===== src/rtl/dmem_uart_tx.sv =====
`default_nettype none
// ============================================================================
// dmem_uart_tx : memory-mapped 8N1 UART transmitter on the CPU data port
// Revision     : 1.0
// ============================================================================
module dmem_uart_tx #(
   parameter int              XLEN    = 32,
   parameter logic [XLEN-1:0] BASE    = XLEN'(32'h0001_0000),
   parameter int              DEPTH   = 4,
   parameter logic [15:0]     DEF_DIV = 16'd16
) (
   input  logic              clk,
   input  logic              rstn,
   input  logic [XLEN-1:0]   mem_addr,
   input  logic [XLEN-1:0]   mem_din,
   input  logic [XLEN/8-1:0] mem_w,
   input  logic [XLEN/8-1:0] mem_r,
   output logic [XLEN-1:0]   mem_dout,
   output logic              sel,
   output logic              txd
);

   localparam int PW = (DEPTH > 1) ? $clog2(DEPTH) : 1;
   localparam int CW = $clog2(DEPTH) + 1;

   typedef enum logic [1:0] {IDLE, START, DATA, STOP} state_t;

   logic          hit;
   logic [3:0]    off;
   logic          wr_txdata, wr_status;
   logic          push_ok, ser_pop;
   logic          full, empty, busy;
   logic          bit_end;
   logic [XLEN-1:0] reg_val;
   logic [31:0]   status;

   state_t        state_q, state_d;
   logic          txd_q, txd_d;
   logic [15:0]   cnt_q, cnt_d;
   logic [2:0]    bit_q, bit_d;
   logic [7:0]    shift_q, shift_d;
   logic [15:0]   div_q, div_d;
   logic [15:0]   div_reg_q, div_reg_d;
   logic          ovf_q, ovf_d;
   logic [CW-1:0] count_q, count_d;
   logic [PW-1:0] wr_ptr_q, wr_ptr_d;
   logic [PW-1:0] rd_ptr_q, rd_ptr_d;
   logic [7:0]    fifo_mem [DEPTH];

   logic          unused_ok;
   assign unused_ok = ^{mem_din[XLEN-1:16], mem_w[XLEN/8-1:2]};

   assign hit       = (mem_addr[XLEN-1:4] == BASE[XLEN-1:4]);
   assign off       = mem_addr[3:0];
   assign sel       = hit;
   assign wr_txdata = hit && (off == 4'h0) && mem_w[0];
   assign wr_status = hit && (off == 4'h4) && mem_w[0];

   assign full    = (count_q == CW'(DEPTH));
   assign empty   = (count_q == '0);
   assign busy    = (state_q != IDLE);
   assign push_ok = wr_txdata && (!full || ser_pop);
   assign bit_end = (cnt_q == div_q - 16'd1);
   assign txd     = txd_q;

   assign status = {16'h0000, 8'(count_q), 4'h0, ovf_q, busy, empty, full};

   always_comb begin
      reg_val = '0;
      case (off)
         4'h4:    reg_val = XLEN'(status);
         4'h8:    reg_val = XLEN'(div_reg_q);
         default: reg_val = '0;
      endcase
      mem_dout = '0;
      if (hit) begin
         for (int i = 0; i < XLEN/8; i++) begin
            if (mem_r[i]) mem_dout[i*8 +: 8] = reg_val[i*8 +: 8];
         end
      end
   end

   // Serializer next-state; a pop (from IDLE or end of STOP) overrides and restarts the frame.
   always_comb begin
      state_d = state_q;
      txd_d   = txd_q;
      cnt_d   = cnt_q;
      bit_d   = bit_q;
      shift_d = shift_q;
      div_d   = div_q;
      ser_pop = 1'b0;
      case (state_q)
         IDLE: begin
            txd_d = 1'b1;
            if (!empty) ser_pop = 1'b1;
         end
         START: begin
            if (bit_end) begin
               cnt_d   = '0;
               bit_d   = '0;
               state_d = DATA;
               txd_d   = shift_q[0];
            end else begin
               cnt_d = cnt_q + 16'd1;
            end
         end
         DATA: begin
            if (bit_end) begin
               cnt_d = '0;
               if (bit_q == 3'd7) begin
                  state_d = STOP;
                  txd_d   = 1'b1;
               end else begin
                  bit_d   = bit_q + 3'd1;
                  shift_d = {1'b0, shift_q[7:1]};
                  txd_d   = shift_q[1];
               end
            end else begin
               cnt_d = cnt_q + 16'd1;
            end
         end
         STOP: begin
            if (bit_end) begin
               cnt_d = '0;
               if (!empty) begin
                  ser_pop = 1'b1;
               end else begin
                  state_d = IDLE;
                  txd_d   = 1'b1;
               end
            end else begin
               cnt_d = cnt_q + 16'd1;
            end
         end
         default: begin
            state_d = IDLE;
            txd_d   = 1'b1;
            cnt_d   = '0;
         end
      endcase
      if (ser_pop) begin
         shift_d = fifo_mem[rd_ptr_q];
         div_d   = (div_reg_q == 16'd0) ? 16'd1 : div_reg_q;
         state_d = START;
         txd_d   = 1'b0;
         cnt_d   = '0;
      end
   end

   always_comb begin
      wr_ptr_d  = wr_ptr_q;
      rd_ptr_d  = rd_ptr_q;
      ovf_d     = ovf_q;
      div_reg_d = div_reg_q;
      count_d   = count_q + CW'(push_ok) - CW'(ser_pop);
      if (push_ok)
         wr_ptr_d = (wr_ptr_q == PW'(DEPTH-1)) ? '0 : wr_ptr_q + PW'(1);
      if (ser_pop)
         rd_ptr_d = (rd_ptr_q == PW'(DEPTH-1)) ? '0 : rd_ptr_q + PW'(1);
      if (wr_txdata && !push_ok)
         ovf_d = 1'b1;
      else if (wr_status && mem_din[3])
         ovf_d = 1'b0;
      if (hit && (off == 4'h8)) begin
         if (mem_w[0]) div_reg_d[7:0]  = mem_din[7:0];
         if (mem_w[1]) div_reg_d[15:8] = mem_din[15:8];
      end
   end

   always_ff @(posedge clk or negedge rstn) begin
      if (!rstn) begin
         state_q   <= IDLE;
         txd_q     <= 1'b1;
         cnt_q     <= '0;
         bit_q     <= '0;
         shift_q   <= '0;
         div_q     <= '0;
         div_reg_q <= DEF_DIV;
         ovf_q     <= 1'b0;
         count_q   <= '0;
         wr_ptr_q  <= '0;
         rd_ptr_q  <= '0;
      end else begin
         state_q   <= state_d;
         txd_q     <= txd_d;
         cnt_q     <= cnt_d;
         bit_q     <= bit_d;
         shift_q   <= shift_d;
         div_q     <= div_d;
         div_reg_q <= div_reg_d;
         ovf_q     <= ovf_d;
         count_q   <= count_d;
         wr_ptr_q  <= wr_ptr_d;
         rd_ptr_q  <= rd_ptr_d;
      end
   end

   // Storage needs no reset: count and pointers define which entries are valid.
   always_ff @(posedge clk) begin
      if (push_ok) fifo_mem[wr_ptr_q] <= mem_din[7:0];
   end

endmodule
`default_nettype wire


===== config.mk =====
export PLATFORM = sky130hd
export DESIGN_NAME = dmem_uart_tx
export DESIGN_NICKNAME = d
export VERILOG_FILES = /design/src/rtl/dmem_uart_tx.sv
export SDC_FILE = /design/constraint.sdc
export NUM_CORES = 1
export LEC_CHECK = 0
export ABC_AREA = 1
export CORE_ASPECT_RATIO = 1.5
export CORE_MARGIN = 8
export CORE_UTILIZATION = 57
export CTS_CLUSTER_SIZE = 25
export DETAILED_ROUTE_END_ITERATION = 7
export GPL_ROUTABILITY_DRIVEN = 1
export PLACE_DENSITY_LB_ADDON = 0.08
export SETUP_SLACK_MARGIN = 0.15
export SYNTH_ARGS = -nofsm -noshare
export SYNTH_HDL_FRONTEND = slang
export SYNTH_SLANG_ARGS = --single-unit

===== constraint.sdc =====
create_clock -name clk -period 7.75 [get_ports clk]
set_input_delay 2.325 -clock clk [delete_from_list [all_inputs] [get_ports clk]]
set_output_delay 2.325 -clock clk [all_outputs]
set_load 0.05 [all_outputs]

==> results.txt <==
The flow ran to the end, and the final reports show no timing, DRC or antenna violations. The number of instances resized during post-cts repair came out at 0. From bottom edge to top edge, the die measures ~140 um.

The combined area of all synthesized cells is 0.005801 mm2. The global-route congestion overflow total is 0. The average instance in the mapped netlist occupies 8.045 um2. The average via count per standard cell is 5.396. The area growth from synthesis to layout came out at 17.60%. Counting along the longest clock path gives a buffer depth of 2. The initial core utilization is between 50% and 60%. The net switching power figure is 0.2663 mW. Data on the critical path arrives at its endpoint at ~4.8 ns. The worst slew slack as a fraction of its limit is 40.63%. The core area came out at 0.01002 mm2. The largest fanout of any net on the critical path is 8. Counting both buffers and inverters, the worst setup path holds a total of 3. Sequential cells burn 51.3% of the power.

The area of the die is around 0.014 mm2. The count of H-tree levels built during CTS came out at 3. The finished layout holds 911 standard cells, fillers aside. The source-to-sink clock delay at the later pin of the worst-skew pair came out at 0.35 ns.

The area occupied by registers is 0.002715 mm2. The power per standard cell area came out at 158.5 mW/mm2. Sequential cells were found to cover 46.81% of the synthesized design area. Across every metal layer, demand over resource in global routing totals 21.26%.

At the pin with the least slew margin, the transition time is 0.8905 ns. In this run the count of I/O pins placed on the die edge is 108. After synthesis, the share of flip-flops with an asynchronous set or reset is between 60% and 70%. The number of antenna violations at the first check in global routing came out at 0. The antenna cell count came out at 0.

The final period utilization came out at 92.26%. The via count of the first global-routing pass came to 5068. Counting every instance in the synthesized netlist gives between 700 and 800. In this run the worst hold path is classified as reg -> reg. After detailed placement, the design holds a cell count of 895. For this design, the CTS-stage hold fixing added 0 buffers. Setup violations remaining at the end of the flow were counted as 0. The residual antenna-violating net count after detailed routing is 0. The pin count of the biggest net entering global routing is 71. The multi-input combinational cell area came out at 0.002576 mm2. The TritonCTS buffer count is 9. The initialized floorplan defines 45 standard-cell rows.

The kind of cell with the highest combined delay along the critical path is buffers and inverters. Counting I/O delays and the setup requirement, the final critical path takes 7.150 ns. The analysis attributes to cell leakage a power of 3.070 nW. The post-CTS clock slew at the launch and capture registers of the worst setup and hold paths is 0.08 ns. Setup repair after global routing left no endpoint under its margin.

The x dimension of the die is 98.37 um. Wires add up to around 14000 um. The number of synthesis warnings is 0. The sum of negative setup slack is 0 ns. The internal power consumption came out at 0.8146 mW. The register bit count reported by yosys is 102. The count of final max-slew check failures came to 0. The worst supply voltage drop on vdd is 0.1408 mV.

The DRC violation total after the first TritonRoute iteration came out at 270. The worst setup skew after layout came out at 0.008727 ns. After detailed routing, the average wire length per cell comes to between 15 and 20 um. The timing-limited maximum frequency came out at 0.1399 GHz. The switching share of total power is 24.64%. The number of I/O port buffers is 71. The global placement routability congestion came out at around 0.87. The share of post-route cells with drive strength above 1 is 5.164%. The HPWL after detailed placement is 10900 um. The setup slack on the worst flop-to-flop path is 3.74 ns.

The required time at the worst-slack endpoint is 5.43 ns. The synthesized netlist contains 41 unique library cells. The element type at the critical path start is an input port. The count of final hold-check violations came out at 0. For this run, the slowest stage of the critical path takes slightly below 0.9 ns. The category of the worst setup path capture point is an output pin. The final net count is 879. The clock sink total came out at 102. The number of post-CTS setup repair buffers came out at 0.

The root buffer cell is sky130_fd_sc_hd__clkbuf_16. In this run, synthesis inferred 32 flip-flops with an integrated enable. The number of violations of the max-capacitance limit is 0.

The global-route wire length before repair is 23490 um. Of the total power, combinational logic draws roughly 5.4%. The detailed router placed between 4k and 5k vias in this run. The total DRC errors in the routed layout is 0. By startpoint and endpoint, the worst setup path is classified as in -> out. TritonCTS built the clock tree. For this design, the slowest cell found on the critical path is sky130_fd_sc_hd__clkdlybuf4s50_1. The share of total power in the clock network came out at 43.2%.

For this run, the leading register cell type out of synthesis is sky130_fd_sc_hd__dfrtp_1. The filler cell count in the final layout came out at just under 900. Walking the worst path, the cells encountered are clkdlybuf4s50_1, or4_1, nor3_1, nand2_1, inv_1, nand2_1, nor3_1, clkdlybuf4s50_1. The first detailed-routing pass ran for 4 iterations.
sequential cells by signal (all words and copies together) (netlist names), 3 cells and up:
| name | cells |
|---|---|
| div_reg_q | 16 |
| div_q | 16 |
| fifo_mem | 32 |
| bit_q | 3 |
| shift_q | 8 |
| count_q | 3 |
| cnt_q | 16 |
logic make-up after synthesis:
logic type	share of synthesized area, %
flip-flops	46.81
adder cells (fa/ha/maj)	3.581
AO/OA/AOI/OAI	7.981
buffers and inverters	9.750
XOR/XNOR	4.228
AND/OR/NAND/NOR	27.59
other	0.06465
per-layer routing:
layer	up-vias	global-route usage (%)	wire length [um]
met5	-	0	0
met4	0	10.56	540
met3	37	3.744	405
met2	101	40.06	7835
met1	2323	21.73	5258
li1	2455	-	-
layout make-up:
cell class	count	area share, %
Sequential cell	102	39.80
Multi-Input combinational cell	510	37.77
Timing Repair Buffer	73	10.56
Inverter	93	5.117
Clock buffer	9	3.302
Tap cell	117	2.146
Clock inverter	7	1.302
power by group through the flow:
stage / logic, mW / clock network [mW] / registers [mW]
final: 0.0586 / 0.467 / 0.555
after global routing: 0.0629 / 0.495 / 0.555
after detailed placement: 0.0589 / 0 / 0.566
after floorplan: 0.0267 / 0 / 0.566
after CTS: 0.0590 / 0.478 / 0.555
after global placement: 0.0579 / 0 / 0.566
synth_stat cells (all sizes together), types with 2 or more instances:
cell | count | area share [%]
a21oi | 17 | 1.5
a22oi | 2 | 0.26
buf | 23 | 3.2
clkbuf | 8 | 0.54
dfrtp | 68 | 29
dfstp | 2 | 0.91
edfxtp | 32 | 17
ha | 15 | 3.2
inv | 92 | 6.0
nand2 | 174 | 12
nand3 | 67 | 6.1
nand3b | 5 | 0.65
nand4 | 12 | 1.3
nor2 | 74 | 5.3
nor3 | 18 | 1.6
nor4 | 6 | 0.65
o21ai | 67 | 5.8
o22ai | 2 | 0.22
xnor2 | 6 | 0.91
xor2 | 22 | 3.3
final timing paths:
| check | from | end | cells after the start |
|---|---|---|---|
| max | mem_addr[13] | mem_dout[7] | 8 |
| min | txd | txd | 2 |
| max reg2reg | div_q[0] | count_q[1] | 19 |
| min reg2reg | txd | txd | 2 |
| max in group asynchronous | rstn | cnt_q[0] | 2 |
| min in group asynchronous | rstn | div_reg_q[13] | 2 |
placed cells by master (no fill, tap or decap), drive strengths merged:
master	instances
or4	1
clkbuf	9
edfxtp	32
xnor2	6
conb	16
nand4	12
nor2	74
a31oi	1
clkdlybuf4s50	70
nor4	6
a22oi	2
dfrtp	68
a21oi	17
nand3b	5
nand3	67
or2	1
ha	15
clkinv	3
inv	97
xor2	22
and3	1
o21ai	67
o22ai	2
a31o	1
fa	1
nor3	18
and2	1
dfstp	2
nand2	174
buf	3
worst register-to-register path, cell delays in order (launching register included):
cell	delay (ns)
sky130_fd_sc_hd__dfrtp_1	0.40
sky130_fd_sc_hd__inv_1	0.18
sky130_fd_sc_hd__ha_1	0.26
sky130_fd_sc_hd__nand3_2	0.14
sky130_fd_sc_hd__nor2_2	0.16
sky130_fd_sc_hd__xor2_1	0.21
sky130_fd_sc_hd__inv_1	0.06
sky130_fd_sc_hd__nor2_1	0.08
sky130_fd_sc_hd__nand2_1	0.05
sky130_fd_sc_hd__nor2_1	0.18
sky130_fd_sc_hd__nand3_1	0.12
sky130_fd_sc_hd__nand2_2	0.10
sky130_fd_sc_hd__nand3_4	0.47
sky130_fd_sc_hd__inv_2	0.44
sky130_fd_sc_hd__ha_1	0.29
sky130_fd_sc_hd__inv_1	0.05
sky130_fd_sc_hd__ha_1	0.13
sky130_fd_sc_hd__inv_1	0.05
sky130_fd_sc_hd__fa_1	0.48
sky130_fd_sc_hd__inv_1	0.04
through the flow:
stage | setup WS, ns | utilization (%) | cell area, um2 | power, mW | hold slack, ns
final | 0.5997 | 68.06 | 6822 | 1.081 | 0.4739
after global routing | 0.3879 | 68.06 | 6822 | 1.113 | 0.5025
after CTS | 0.5795 | 68.06 | 6822 | 1.092 | 0.4795
after detailed placement | 0.5795 | 64.93 | 6507 | 0.6251 | 0.4660
after global placement | 0.6207 | 64.93 | 6507 | 0.6240 | 0.4643
after floorplan | 0.6881 | - | 5857 | 0.5930 | 0.4427
Power figures use the tool's default switching activity.
